===== src/rtl/serial_word_loader_pkg.sv =====
// Shared definitions for the serial word loader: FSM state encodings,
// error counter width and a saturating-increment helper.
package serial_pkg;

    // Two-bit state encodings, also visible on the debug state output.
    localparam logic [1:0] ST_IDLE   = 2'd0;
    localparam logic [1:0] ST_DATA   = 2'd1;
    localparam logic [1:0] ST_PARITY = 2'd2;
    localparam logic [1:0] ST_STOP   = 2'd3;

    typedef enum logic [1:0] {
        S_IDLE   = ST_IDLE,
        S_DATA   = ST_DATA,
        S_PARITY = ST_PARITY,
        S_STOP   = ST_STOP
    } state_t;

    // Width of the bad-frame counter.
    localparam int ERR_CNT_W = 8;

    // Increment that sticks at all-ones instead of wrapping.
    function automatic logic [ERR_CNT_W-1:0] sat_inc(input logic [ERR_CNT_W-1:0] v);
        if (v == {ERR_CNT_W{1'b1}}) begin
            return v;
        end
        return v + ERR_CNT_W'(1);
    endfunction

endpackage


===== src/rtl/serial_word_loader_sipo_shift.sv =====
// Serial-in / parallel-out shift register. New bits enter at the MSB and
// move toward the LSB, so an LSB-first stream lands in natural bit order
// after WIDTH shifts.
module sipo_shift #(
    parameter int WIDTH = 4
) (
    input  logic             clk,
    input  logic             rst,
    input  logic             clr,
    input  logic             en,
    input  logic             din,
    output logic [WIDTH-1:0] q
);

    logic [WIDTH-1:0] shift_q;
    logic [WIDTH-1:0] shift_d;

    // Next value: synchronous clear wins over shifting; otherwise hold.
    always_comb begin
        shift_d = shift_q;
        if (clr) begin
            shift_d = '0;
        end else if (en) begin
            if (WIDTH > 1) begin
                shift_d = {din, shift_q[WIDTH-1:1]};
            end else begin
                shift_d[WIDTH-1] = din;
            end
        end
    end

    // Shift register storage with asynchronous clear.
    always_ff @(posedge clk or posedge rst) begin
        if (rst) begin
            shift_q <= '0;
        end else begin
            shift_q <= shift_d;
        end
    end

    assign q = shift_q;

endmodule


===== src/rtl/serial_word_loader.sv =====
// Framed serial receiver feeding a parallel-load register stage.
// Frame: start(0), WIDTH data bits LSB first, optional parity, stop(1).
// A good frame updates word and pulses load once; a bad frame pulses
// frame_err or parity_err and bumps a saturating error count.
//
// Handshake: load is a one-cycle valid strobe with no ready; word is valid
// in the cycle load is high and holds its value until the next good frame.
module serial_word_loader
    import serial_pkg::*;
#(
    parameter int WIDTH     = 4,
    parameter bit PARITY_EN = 1'b1,
    parameter bit ODD_PAR   = 1'b0
) (
    input  logic                 clk,
    input  logic                 rst,
    input  logic                 bit_en,
    input  logic                 sin,
    output logic [WIDTH-1:0]     word,
    output logic                 load,
    output logic                 busy,
    output logic                 frame_err,
    output logic                 parity_err,
    output logic [ERR_CNT_W-1:0] err_cnt,
    output logic [1:0]           dbg_state
);

    localparam int CNT_W = $clog2(WIDTH + 1);

    state_t               state_q,      state_d;
    logic [CNT_W-1:0]     bit_cnt_q,    bit_cnt_d;
    logic                 par_acc_q,    par_acc_d;
    logic                 par_bit_q,    par_bit_d;
    logic [WIDTH-1:0]     word_q,       word_d;
    logic                 load_q,       load_d;
    logic                 frame_err_q,  frame_err_d;
    logic                 parity_err_q, parity_err_d;
    logic [ERR_CNT_W-1:0] err_cnt_q,    err_cnt_d;

    logic             shift_en;
    logic             shift_clr;
    logic [WIDTH-1:0] shift_word;
    logic             par_ok;

    sipo_shift #(
        .WIDTH(WIDTH)
    ) u_sipo (
        .clk (clk),
        .rst (rst),
        .clr (shift_clr),
        .en  (shift_en),
        .din (sin),
        .q   (shift_word)
    );

    // Parity check: XOR of data bits and parity bit must equal ODD_PAR.
    always_comb begin
        par_ok = 1'b1;
        if (PARITY_EN) begin
            par_ok = ((par_acc_q ^ par_bit_q) == ODD_PAR);
        end
    end

    // Next-state and output logic; pulses default low every cycle so they
    // clear on the next edge whether or not a bit strobe is present.
    always_comb begin
        state_d      = state_q;
        bit_cnt_d    = bit_cnt_q;
        par_acc_d    = par_acc_q;
        par_bit_d    = par_bit_q;
        word_d       = word_q;
        load_d       = 1'b0;
        frame_err_d  = 1'b0;
        parity_err_d = 1'b0;
        err_cnt_d    = err_cnt_q;
        shift_en     = 1'b0;
        shift_clr    = 1'b0;

        if (bit_en) begin
            case (state_q)
                S_IDLE: begin
                    if (!sin) begin
                        state_d   = S_DATA;
                        bit_cnt_d = '0;
                        par_acc_d = 1'b0;
                        par_bit_d = 1'b0;
                        shift_clr = 1'b1;
                    end
                end
                S_DATA: begin
                    shift_en  = 1'b1;
                    par_acc_d = par_acc_q ^ sin;
                    bit_cnt_d = bit_cnt_q + CNT_W'(1);
                    if (bit_cnt_q == CNT_W'(WIDTH - 1)) begin
                        state_d = PARITY_EN ? S_PARITY : S_STOP;
                    end
                end
                S_PARITY: begin
                    par_bit_d = sin;
                    state_d   = S_STOP;
                end
                S_STOP: begin
                    state_d = S_IDLE;
                    if (sin && par_ok) begin
                        word_d = shift_word;
                        load_d = 1'b1;
                    end else begin
                        // A bad stop bit masks any parity problem.
                        if (!sin) begin
                            frame_err_d = 1'b1;
                        end else begin
                            parity_err_d = 1'b1;
                        end
                        err_cnt_d = sat_inc(err_cnt_q);
                    end
                end
                default: begin
                    state_d = S_IDLE;
                end
            endcase
        end
    end

    // State and output registers, all cleared asynchronously.
    always_ff @(posedge clk or posedge rst) begin
        if (rst) begin
            state_q      <= S_IDLE;
            bit_cnt_q    <= '0;
            par_acc_q    <= 1'b0;
            par_bit_q    <= 1'b0;
            word_q       <= '0;
            load_q       <= 1'b0;
            frame_err_q  <= 1'b0;
            parity_err_q <= 1'b0;
            err_cnt_q    <= '0;
        end else begin
            state_q      <= state_d;
            bit_cnt_q    <= bit_cnt_d;
            par_acc_q    <= par_acc_d;
            par_bit_q    <= par_bit_d;
            word_q       <= word_d;
            load_q       <= load_d;
            frame_err_q  <= frame_err_d;
            parity_err_q <= parity_err_d;
            err_cnt_q    <= err_cnt_d;
        end
    end

    assign word       = word_q;
    assign load       = load_q;
    assign busy       = (state_q != S_IDLE);
    assign frame_err  = frame_err_q;
    assign parity_err = parity_err_q;
    assign err_cnt    = err_cnt_q;
    assign dbg_state  = state_q;

endmodule


===== config.mk =====
export PLATFORM = sky130hd
export DESIGN_NAME = serial_word_loader
export DESIGN_NICKNAME = d
export VERILOG_FILES = /design/src/rtl/serial_word_loader_pkg.sv /design/src/rtl/serial_word_loader_sipo_shift.sv /design/src/rtl/serial_word_loader.sv
export SDC_FILE = /design/constraint.sdc
export NUM_CORES = 1
export LEC_CHECK = 0
export CAP_MARGIN = 5
export CORE_AREA = 2 2 51 53
export CTS_CLUSTER_SIZE = 24
export DETAILED_ROUTE_END_ITERATION = 16
export DIE_AREA = 0 0 53 55
export GPL_ROUTABILITY_DRIVEN = 0
export PLACE_DENSITY = 0.88
export SLEW_MARGIN = 20
export SYNTH_ARGS = -nofsm -noshare
export SYNTH_HDL_FRONTEND = slang
export SYNTH_SLANG_ARGS = --single-unit

===== constraint.sdc =====
create_clock -name clk -period 3 [get_ports clk]
set_clock_uncertainty 0.05 [all_clocks]
set_input_delay 0.6 -clock clk [delete_from_list [all_inputs] [get_ports clk]]
set_output_delay 0.6 -clock clk [all_outputs]
set_load 0.005 [all_outputs]

* After elaboration in Yosys (flattened, before gate mapping)
Cells that the tools add are included.
** Storage, ports and cells
- Logic and storage cells :: 65
- Input port bits :: 4
- Register bits after elaboration :: 26
** Operators by class
- Mux-type cells :: 30
- Equality and inequality tests :: 8
- Add/subtract/negate cells :: 2
- Bitwise operators :: 4
- Reduce and logical (&&, ||, !) cells :: 11
** Operator list (count)
- $mux W1 :: 20
- $reduce_and A3 Y1 :: 4
- $add A8 B1 Y8 const B :: 1
- $eq A8 B8 Y1 const B :: 1
- $mux W4 :: 2
- $mux W8 :: 1
- $pmux W2 S4 :: 1
- $reduce_bool A2 Y1 :: 4
- $ne A2 B2 Y1 const B :: 3
- $pmux W3 S2 :: 1
- $eq A2 B2 Y1 const B :: 2
- $mux W2 :: 2
- $pmux W1 S2 :: 2
- $reduce_and A4 Y1 :: 1
- $add A3 B1 Y3 const B :: 1
- $eq A3 B2 Y1 const B :: 1
- $mux W3 :: 1
- $eq A2 B1 Y1 const B :: 1
- $logic_not A2 Y1 :: 1
- $not A1 Y1 :: 2
- $xor A1 B1 Y1 :: 2
- $logic_and A1 B1 Y1 :: 1

* Longest topological paths before layout
Gate-level depths: netlist of the first run.
- Depth in word-level cells :: 8
- Mapped depth :: 7
- Depth with buffers taken out :: 6

* Modules after synthesis
A second synthesis of the first run with hierarchy kept.
** Second synthesis, totals
- Cells, all modules :: 113
- Area total of the unflattened synthesis :: 1249.9 µm²
** By module, submodules not included
- serial_word_loader :: times used 1, cells an instance 99, seq. area each 550.5 µm², area each 1086.0 µm²
- sipo_shift :: times used 1, cells an instance 14, seq. area each 100.1 µm², area each 163.9 µm²

* Least setup slack after synthesis of the first run
Ideal clock, no wire load.
- Path kind :: in2reg
- From :: input bit_en
- To :: register err_cnt_q[5] (netlist: err_cnt[5])
- Setup slack :: 1309 ps
- Setup time :: 125 ps
- Required time :: 2825 ps
- Data arrival time :: 1516 ps
- Buffers on the path :: 1
- Stages :: 5
- Cells stage by stage :: buf_6 -> nand2_1 -> a211oi_4 -> nand3_2 -> mux2_4
** Between the ends
- Cells in the longest elaborated chain, start to end :: 1
** RTL lines
- from (decl) :: line serial_word_loader.sv:17 : input logic bit_en,
- $reduce_and A4 Y1 (no source line)
- to (signal assigned) :: line serial_word_loader.sv:145 : err_cnt_q <= err_cnt_d;
- to (decl) :: line serial_word_loader.sv:38 : logic [ERR_CNT_W-1:0] err_cnt_q, err_cnt_d;
Every way passes these cells.
A chain may end at the register's enable or synchronous reset.

* Final worst setup path of the first run
- From :: register state_q[0] (netlist: dbg_state[0])
- To :: output busy
** Between the ends
- Cells in the longest elaborated chain, start to end :: 1
** RTL lines
- from (decl) :: line serial_word_loader.sv:30 : state_t state_q, state_d;
- from (signal assigned) :: line serial_word_loader.sv:137 : state_q <= state_d;
- $reduce_bool A2 Y1 :: line serial_word_loader.sv:151 : assign busy = (state_q != S_IDLE);
- to (decl) :: line serial_word_loader.sv:21 : output logic busy,
Every way passes these cells.

==> run metrics, run 1 <==
post-detailed-route count of antenna-violating nets=0; Slew headroom=74.1%; Die Footprint=2920 sq um; EDFF count, synth=0; CP Capture Type=primary output; Sw Pwr=460 uW; Pleak=0.000698 uW; WP data arrival=1.72 ns; Yosys reg bits=26; GRT Overall Usage=16.9%; Yosys cell types=33; Fillers=200; pin count of the biggest net entering global routing=27; crit path time final=2.37 ns; Post-Route WL=2170 microns; clock-pin slew on the worst setup and hold paths=0.14 ns; initial antenna violation count=0; dpl hpwl=1710 microns; CTS tree=done; Port Buffer Count=21; post-synth net total=123; Final Hold Viols=0; cts hold-fix bufs=0; status=finished clean; Comb power frac=40.5%; max_cap viols=0; Most used DFF post-synth=dfrtp_1; maximum VDD drop=0.617 mV; n_diodes=0; # setup viols final=0; Clock Latency Late Sink=0.32 ns; first drt pass iteration count=4; clk buf depth=2; Startpoint Class=flip-flop; CTS sink cnt=26; PD cells=888 nW/um^2; Yosys top cell by area=dfrtp_1; syn avg cell area=11.4 sq um; # nets final=147; final core utilization=65.6%; Post-Syn Area=1260 sq um; layout cells sized above 1=12.7%; Root Driver=clkbuf_4; post-cts gate resize count=0; Layout area overhead=22.8%; count leader, synth=dfrtp_1; Max H-tree Level=1; RSZ-0062 raised after global routing=no; HP Class=reg2reg; row count=18; top-area cell type share of the netlist area=51.5%; first-pass GRT wire length=3540 microns; IO Pins=22; Tcrit/Tclk final=79.1%; Die Y=55 microns; Vias=902; vias in the first global route=857; total internal power=917 uW; Post-synth top cells=dfrtp_1 (26), nand2_1 (11), ha_1 (8); Net Sw Frac=33.4%; post-CTS setup buffers=0; Num CTS Buffers=3; fmax=421 MHz; drc violations=0; ranking of synthesized cells by area=dfrtp_1 (52%), ha_1 (7.9%), mux2_2 (5.4%); Crit Path Max Fanout=5; Die Width=53 microns; routed len/inst=13.3 microns; Sum Neg Setup Slack=0 ns; Post-Syn Instances=111; Slew Limit Fails=0; Core Footprint=2360 sq um; register area share after synthesis=51.5%; Ys Warns=0; gr ovfl total=0; routed vias/inst=5.50; sequential group share of total power=42.2%; 1st-iter DRT viols=15; Clk pwr share=17.2%; Initial Util=53.4%; Synth async-reset ratio=100%; Critical Path RT=2.35 ns; CP Class=reg2out; Slew @ Worst Pin=0.385 ns
-- state kept, by name, indices dropped and copies added, names as in the netlist --
| register | cells |
|---|---|
| err_cnt | 8 |
| u_sipo.q | 4 |
| word | 4 |
| bit_cnt_q | 3 |
| dbg_state | 2 |
| frame_err | 1 |
| load | 1 |
| par_acc_q | 1 |
| par_bit_q | 1 |
| parity_err | 1 |
-- cell usage in the layout (no fill, tap or decap) --
master,n
xnor2_1,2
clkdlybuf4s50_1,21
nand4_1,3
o21a_1,1
mux2_4,1
a22o_1,3
nand2b_1,1
nand2_1,11
clkbuf_4,3
or2_2,1
mux2_2,6
and3_1,1
a21oi_1,5
and4_1,2
o21ai_1,1
ha_1,8
mux2_1,1
a211oi_4,1
nand3_2,1
nor2b_1,2
a32o_1,1
nor2_1,3
a21boi_0,2
inv_1,7
buf_4,1
xnor2_2,1
dfrtp_1,26
o21ai_0,5
nand3_1,4
a21oi_2,1
bufinv_16,1
mux2i_1,1
nor3_1,2
a31oi_1,4
-- per-layer routing --
metal / track usage [%] / share of wire [%] / vias to the layer above
met5: 0 / 0 / -
met4: 6.41 / 1.2 / 0
met3: 2.42 / 3.8 / 4
met2: 30.6 / 52 / 21
met1: 20.4 / 43 / 439
li1: - / - / 438
-- power groups by stage --
stage          registers [uW]  logic [uW]  clock network (uW)
2_1_floorplan             575         329                   0
3_3_place_gp              581         538                   0
3_5_place_dp              592         569                   0
4_1_cts                   584         571                 244
5_1_grt                   601         625                 254
6_report                  581         558                 237
-- per-stage QoR --
| step | cells | instance area [sq um] | total power (uW) | setup WS, ns | hold slack, ns |
|---|---|---|---|---|---|
| final | 164 | 1550 | 1380 | 0.627 | 0.449 |
| after global routing | 164 | 1550 | 1480 | 0.538 | 0.496 |
| after CTS | 164 | 1550 | 1400 | 0.618 | 0.455 |
| after detailed placement | 160 | 1500 | 1160 | 0.580 | 0.423 |
| after global placement | 160 | 1500 | 1120 | 0.647 | 0.419 |
| after floorplan | 111 | 1260 | 905 | 1.31 | 0.400 |
-- worst max-delay path: stages (launching register included) --
cell and delay, ns:
dfrtp_1 0.43, inv_1 0.11, ha_1 0.25, inv_1 0.11
clkdlybuf4s50_1 0.51
-- cell type report --
| type | instances | area (sq um) | share of cell area (%) |
|---|---|---|---|
| clock buffer | 3 | 22.5 | 1.45 |
| clock inverter | 1 | 30.0 | 1.94 |
| inverter | 7 | 26.3 | 1.69 |
| multi-input combinational | 75 | 566 | 36.5 |
| sequential | 26 | 651 | 42.0 |
| tap | 30 | 37.5 | 2.42 |
| timing repair buffer | 22 | 218 | 14.0 |
-- cell families after synthesis --
group,after synthesis,share of synthesized area [%]
AO/OA/AOI/OAI,24,13.3
XOR/XNOR,3,2.68
adder cells (fa/ha/maj),8,7.93
buffers and inverters,10,3.67
flip-flops,26,51.5
multiplexers,9,8.23
AND/OR/NAND/NOR,31,12.7
-- path summary, 6_finish.rpt --
kind	from	to	slack, ns	depth (start not counted)
max	dbg_state[0]	busy	0.63	4
min	bit_cnt_q[2]	bit_cnt_q[2]	0.45	2
max reg2reg	dbg_state[0]	dbg_state[1]	1.23	5
min reg2reg	bit_cnt_q[2]	bit_cnt_q[2]	0.45	2
max in group asynchronous	rst	err_cnt[7]	2.09	3
min in group asynchronous	rst	load	0.56	3
No activity file was read; power rests on OpenSTA's default activity.
==> inputs of run 2 (changes only) <==
--- a/config.mk
+++ b/config.mk
@@ -6,12 +6,12 @@
 export NUM_CORES = 1
 export LEC_CHECK = 0
 export CAP_MARGIN = 5
-export CORE_AREA = 2 2 51 53
+export CORE_AREA = 2 2 53 55
 export CTS_CLUSTER_SIZE = 24
 export DETAILED_ROUTE_END_ITERATION = 16
-export DIE_AREA = 0 0 53 55
+export DIE_AREA = 0 0 55 57
 export GPL_ROUTABILITY_DRIVEN = 0
-export PLACE_DENSITY = 0.88
+export PLACE_DENSITY = 0.83
 export SLEW_MARGIN = 20
 export SYNTH_ARGS = -nofsm -noshare
 export SYNTH_HDL_FRONTEND = slang
==> constraint.sdc (replaced) <==
create_clock -name clk -period 2.4 [get_ports clk]
set_clock_uncertainty 0.05 [all_clocks]
set_input_delay 0.48 -clock clk [delete_from_list [all_inputs] [get_ports clk]]
set_output_delay 0.48 -clock clk [all_outputs]
set_load 0.005 [all_outputs]
==> run 2 against run 1 <==
  * Register-to-register slack worse by 0.62 ns
  * Final area up 0.57%
  * Final cell count up 1.2%
  * Non-clock buffer count up 1
  * Sequential power up 25%
  * Critical path type unchanged
  * Largest cell class unchanged
  * Worst hold slack worse by 0.0014 ns
==> run metrics, run 2 (synthesis gave the netlist of run 1 again) <==
vias in the first global route=944; Die Y=57 microns; Clock Latency Late Sink=0.32 ns; PD cells=1110 nW/um^2; CTS tree=done; Max H-tree Level=1; Tcrit/Tclk final=94.3%; crit path time final=2.26 ns; post-detailed-route count of antenna-violating nets=0; initial antenna violation count=0; Buf+Inv Stages, Crit Path=3; Layout area overhead=23.5%; CP Class=reg2out; Critical Path RT=1.87 ns; critical path's most frequent cell=inv_1; drc violations=0; GRT Overall Usage=17.0%; # nets final=148; Startpoint Class=flip-flop; RSZ-0062 raised after global routing=no; clock-pin slew on the worst setup and hold paths=0.14 ns; row count=19; Final Hold Viols=0; maximum VDD drop=0.734 mV; n_diodes=0; clk buf depth=2; HP Class=in2async; Pleak=0.000703 uW; cts hold-fix bufs=0; Num CTS Buffers=3; WP data arrival=1.73 ns; routed len/inst=13.9 microns; CP Capture Type=primary output; Max stage delay on crit path=0.52 ns; layout cells sized above 1=13.3%; fmax=442 MHz; max_cap viols=0; gr ovfl total=0; Port Buffer Count=21; Sum Neg Setup Slack=0 ns; # placed instances=162; Slew @ Worst Pin=0.380 ns; Core Footprint=2620 sq um; Largest register FFs=8; most common cell after layout, fill and taps aside=dfrtp_1; 1st-iter DRT viols=10; status=finished clean; post-cts gate resize count=0; most frequent cells in the layout=dfrtp_1 (26), clkdlybuf4s50_1 (21), nand2_1 (11); dpl hpwl=1810 microns; Slew Limit Fails=0; Fillers=228; Vias=901; Root Driver=clkbuf_4; largest delay contributor family on the critical path=buffers and inverters; first-pass GRT wire length=3910 microns; Slew headroom=74.4%; non-filler instance count after layout=166; first drt pass iteration count=4; routed vias/inst=5.43; post-CTS setup buffers=0; pin count of the biggest net entering global routing=27; worst-path cell chain=inv_1, ha_1, inv_1, clkdlybuf4s50_1; Initial Util=48.3%; # setup viols final=0; Die Footprint=3140 sq um; slowest stage cell, crit path=clkdlybuf4s50_1; Crit Path Max Fanout=5; CTS sink cnt=26; Post-Route WL=2310 microns; Die Width=55 microns; IO Pins=22
run 2: worst reg2reg max path, stage by stage, from the launching register on:
cell      delay (ns)
dfrtp_1         0.43
inv_1           0.11
ha_1            0.25
a21boi_0        0.36
o21ai_1         0.19
mux2_2          0.31
run 2: routing by layer:
layer  routed length (microns)  GRT usage, %  up-vias
li1                          -             -      444
met1                       976          21.0      437
met2                      1230          29.4       18
met3                        90          2.62        2
met4                        14          6.27        0
met5                         0             0        -
run 2: where the power goes:
part,internal (uW),total [uW],leakage (uW),switching [uW]
sequential,589,728,0.000335,139
combinational,389,705,0.000341,316
clock,169,298,0.0000279,129
total,1150,1730,0.000703,584
run 2: area by class of cell:
class | instances | area (sq um) | share of cell area [%]
well taps | 31 | 38.8 | 2.49
flip-flops and latches | 26 | 651 | 41.7
multi-input cells | 75 | 566 | 36.3
clock inverters | 1 | 30.0 | 1.93
clock buffers | 3 | 22.5 | 1.44
repair buffers | 23 | 225 | 14.4
inverters | 7 | 26.3 | 1.69
run 2: per-stage QoR:
step / worst slack (ns) / instance area (sq um) / util (%) / hold slack, ns / power, uW
after CTS: 0.115 / 1560 / 59.6 / 0.451 / 1760
after detailed placement: 0.260 / 1510 / 57.6 / 0.445 / 1450
final: 0.137 / 1560 / 59.6 / 0.447 / 1730
after floorplan: 0.765 / 1260 / - / 0.400 / 1130
after global placement: 0.337 / 1510 / 57.6 / 0.420 / 1400
after global routing: 0.0221 / 1560 / 59.6 / 0.479 / 1880
run 2: path summary, 6_finish.rpt:
kind                                    from           end  slack [ns]  cells past startpoint
worst max-delay path            dbg_state[0]          busy        0.14                      4
worst min-delay path                     rst          load        0.45                      3
worst max register to register  dbg_state[0]  dbg_state[1]        0.61                      5
worst min register to register  bit_cnt_q[0]  bit_cnt_q[0]        0.47                      1
max in group asynchronous                rst  dbg_state[0]        1.60                      3
min in group clk                bit_cnt_q[0]  bit_cnt_q[0]        0.47                      1
==> inputs of run 3 (changes only) <==
--- a/config.mk
+++ b/config.mk
@@ -6,12 +6,14 @@
 export NUM_CORES = 1
 export LEC_CHECK = 0
 export CAP_MARGIN = 5
-export CORE_AREA = 2 2 53 55
+export CELL_PAD_IN_SITES_DETAIL_PLACEMENT = 0
+export CELL_PAD_IN_SITES_GLOBAL_PLACEMENT = 1
+export CORE_AREA = 2 2 58 60
 export CTS_CLUSTER_SIZE = 24
 export DETAILED_ROUTE_END_ITERATION = 16
-export DIE_AREA = 0 0 55 57
+export DIE_AREA = 0 0 60 62
 export GPL_ROUTABILITY_DRIVEN = 0
-export PLACE_DENSITY = 0.83
+export PLACE_DENSITY = 0.85
 export SLEW_MARGIN = 20
 export SYNTH_ARGS = -nofsm -noshare
 export SYNTH_HDL_FRONTEND = slang
==> constraint.sdc (replaced) <==
create_clock -name clk -period 2.79 [get_ports clk]
set_clock_uncertainty 0.05 [all_clocks]
set_input_delay 0.558 -clock clk [delete_from_list [all_inputs] [get_ports clk]]
set_output_delay 0.558 -clock clk [all_outputs]
set_load 0.005 [all_outputs]
==> run 3 against run 2 <==
  * Final area is 0.72% higher
  * Worst hold slack better by 0.0091 ns
  * Final cell count rose by 8.4%
  * Sequential share of layout area fell by 0.30 points
  * Global-route usage decreased by 3.2 points
  * Wire length increased by 0.56%
  * Power down 14%
  * Critical path type unchanged
==> run metrics, run 3 (synthesis gave the netlist of run 1 again) <==
crit path time final=2.31 ns; Max stage delay on crit path=0.50 ns; most frequent cells in the layout=dfrtp_1 (26), clkdlybuf4s50_1 (21), nand2_1 (11); post-CTS setup buffers=0; gr ovfl total=0; Final Hold Viols=0; Startpoint Class=flip-flop; dpl hpwl=1720 microns; Sum Neg Setup Slack=0 ns; PD cells=945 nW/um^2; cts hold-fix bufs=0; WP data arrival=1.71 ns; Vias=879; CTS sink cnt=26; # setup viols final=0; Clock Latency Late Sink=0.32 ns; RSZ-0062 raised after global routing=no; Pleak=0.000698 uW; Root Driver=clkbuf_4; non-filler instance count after layout=180; post-detailed-route count of antenna-violating nets=0; n_diodes=0; max_cap viols=0; Initial Util=39.7%; Port Buffer Count=21; Die Width=60 microns; vias in the first global route=878; slowest stage cell, crit path=clkdlybuf4s50_1; Die Y=62 microns; critical path's most frequent cell=inv_1; worst-path cell chain=inv_1, ha_1, inv_1, clkdlybuf4s50_1; routed vias/inst=4.88; first drt pass iteration count=4; Fillers=296; # placed instances=176; Tcrit/Tclk final=82.9%; clock-pin slew on the worst setup and hold paths=0.14 ns; Die Footprint=3720 sq um; CTS tree=done; HP Class=reg2reg; Core Footprint=3180 sq um; total power=1480 uW; layout cells sized above 1=12.7%; GRT Overall Usage=13.8%; initial antenna violation count=0; drc violations=0; worst hold slack=0.456 ns; 1st-iter DRT viols=18; first-pass GRT wire length=3840 microns; IO Pins=22; Slew Limit Fails=0; fmax=432 MHz; Max H-tree Level=1; CP Class=reg2out; post-cts gate resize count=0; Slew headroom=72.0%; pin count of the biggest net entering global routing=27; row count=21; Num CTS Buffers=3; area of the multi-input gates=566 sq um; FF+latch area=651 sq um; Critical Path RT=2.18 ns; most common cell after layout, fill and taps aside=dfrtp_1; Post-Route WL=2320 microns; CP Capture Type=primary output; routed len/inst=12.9 microns; Crit Path Max Fanout=5; # nets final=147; clk buf depth=2; Slew @ Worst Pin=0.417 ns; Largest register FFs=8; maximum VDD drop=0.468 mV; Layout area overhead=24.4%; final core utilization=49.4%; status=finished clean
==> run 3: cell types whose count changed in the layout (fill, tap and decap cells not counted), sizes merged <==
cell,change
buf,-1
==> run 3: worst paths after layout <==
| check | to | slack [ns] | cells past startpoint | startpoint |
|---|---|---|---|---|
| max in group asynchronous | err_cnt[6] | 1.92 | 3 | rst |
| worst max-delay path | busy | 0.48 | 4 | dbg_state[1] |
| worst min register to register | bit_cnt_q[2] | 0.46 | 2 | bit_cnt_q[2] |
| min in group asynchronous | dbg_state[1] | 0.53 | 3 | rst |
| worst min-delay path | bit_cnt_q[2] | 0.46 | 2 | bit_cnt_q[2] |
| worst max register to register | dbg_state[1] | 0.99 | 5 | dbg_state[1] |
==> run 3: per-layer routing <==
metal	vias to the layer above	part of all wire (%)	global-route usage, %
li1	436	-	-
met1	426	46	17.0
met2	15	49	24.5
met3	2	3.8	1.86
met4	0	0.52	5.71
met5	-	0	0
==> run 3: where the power goes <==
group	internal, uW	switching [uW]
Sequential	507	123
Clock	145	113
Combinational	333	263
Total	985	500
==> run 3: cell type report <==
class | count | area share [%]
Sequential cell | 26 | 41.4
Multi-Input combinational cell | 75 | 36.0
Timing Repair Buffer | 22 | 13.9
Tap cell | 46 | 3.67
Clock inverter | 1 | 1.91
Inverter | 7 | 1.67
Clock buffer | 3 | 1.43
==> run 3: through the flow <==
step                      worst slack (ns)  instance area [sq um]
after floorplan                       1.14                   1260
after global placement               0.464                   1520
after detailed placement             0.411                   1520
after CTS                            0.456                   1570
after global routing                 0.354                   1570
final                                0.476                   1570
==> run 3: worst max-delay path, delay by kind of cell, from the launching register on <==
family	cells	cell delay [ns]
buf+inv	3	0.70
flops	1	0.44
fa+ha+maj	1	0.23
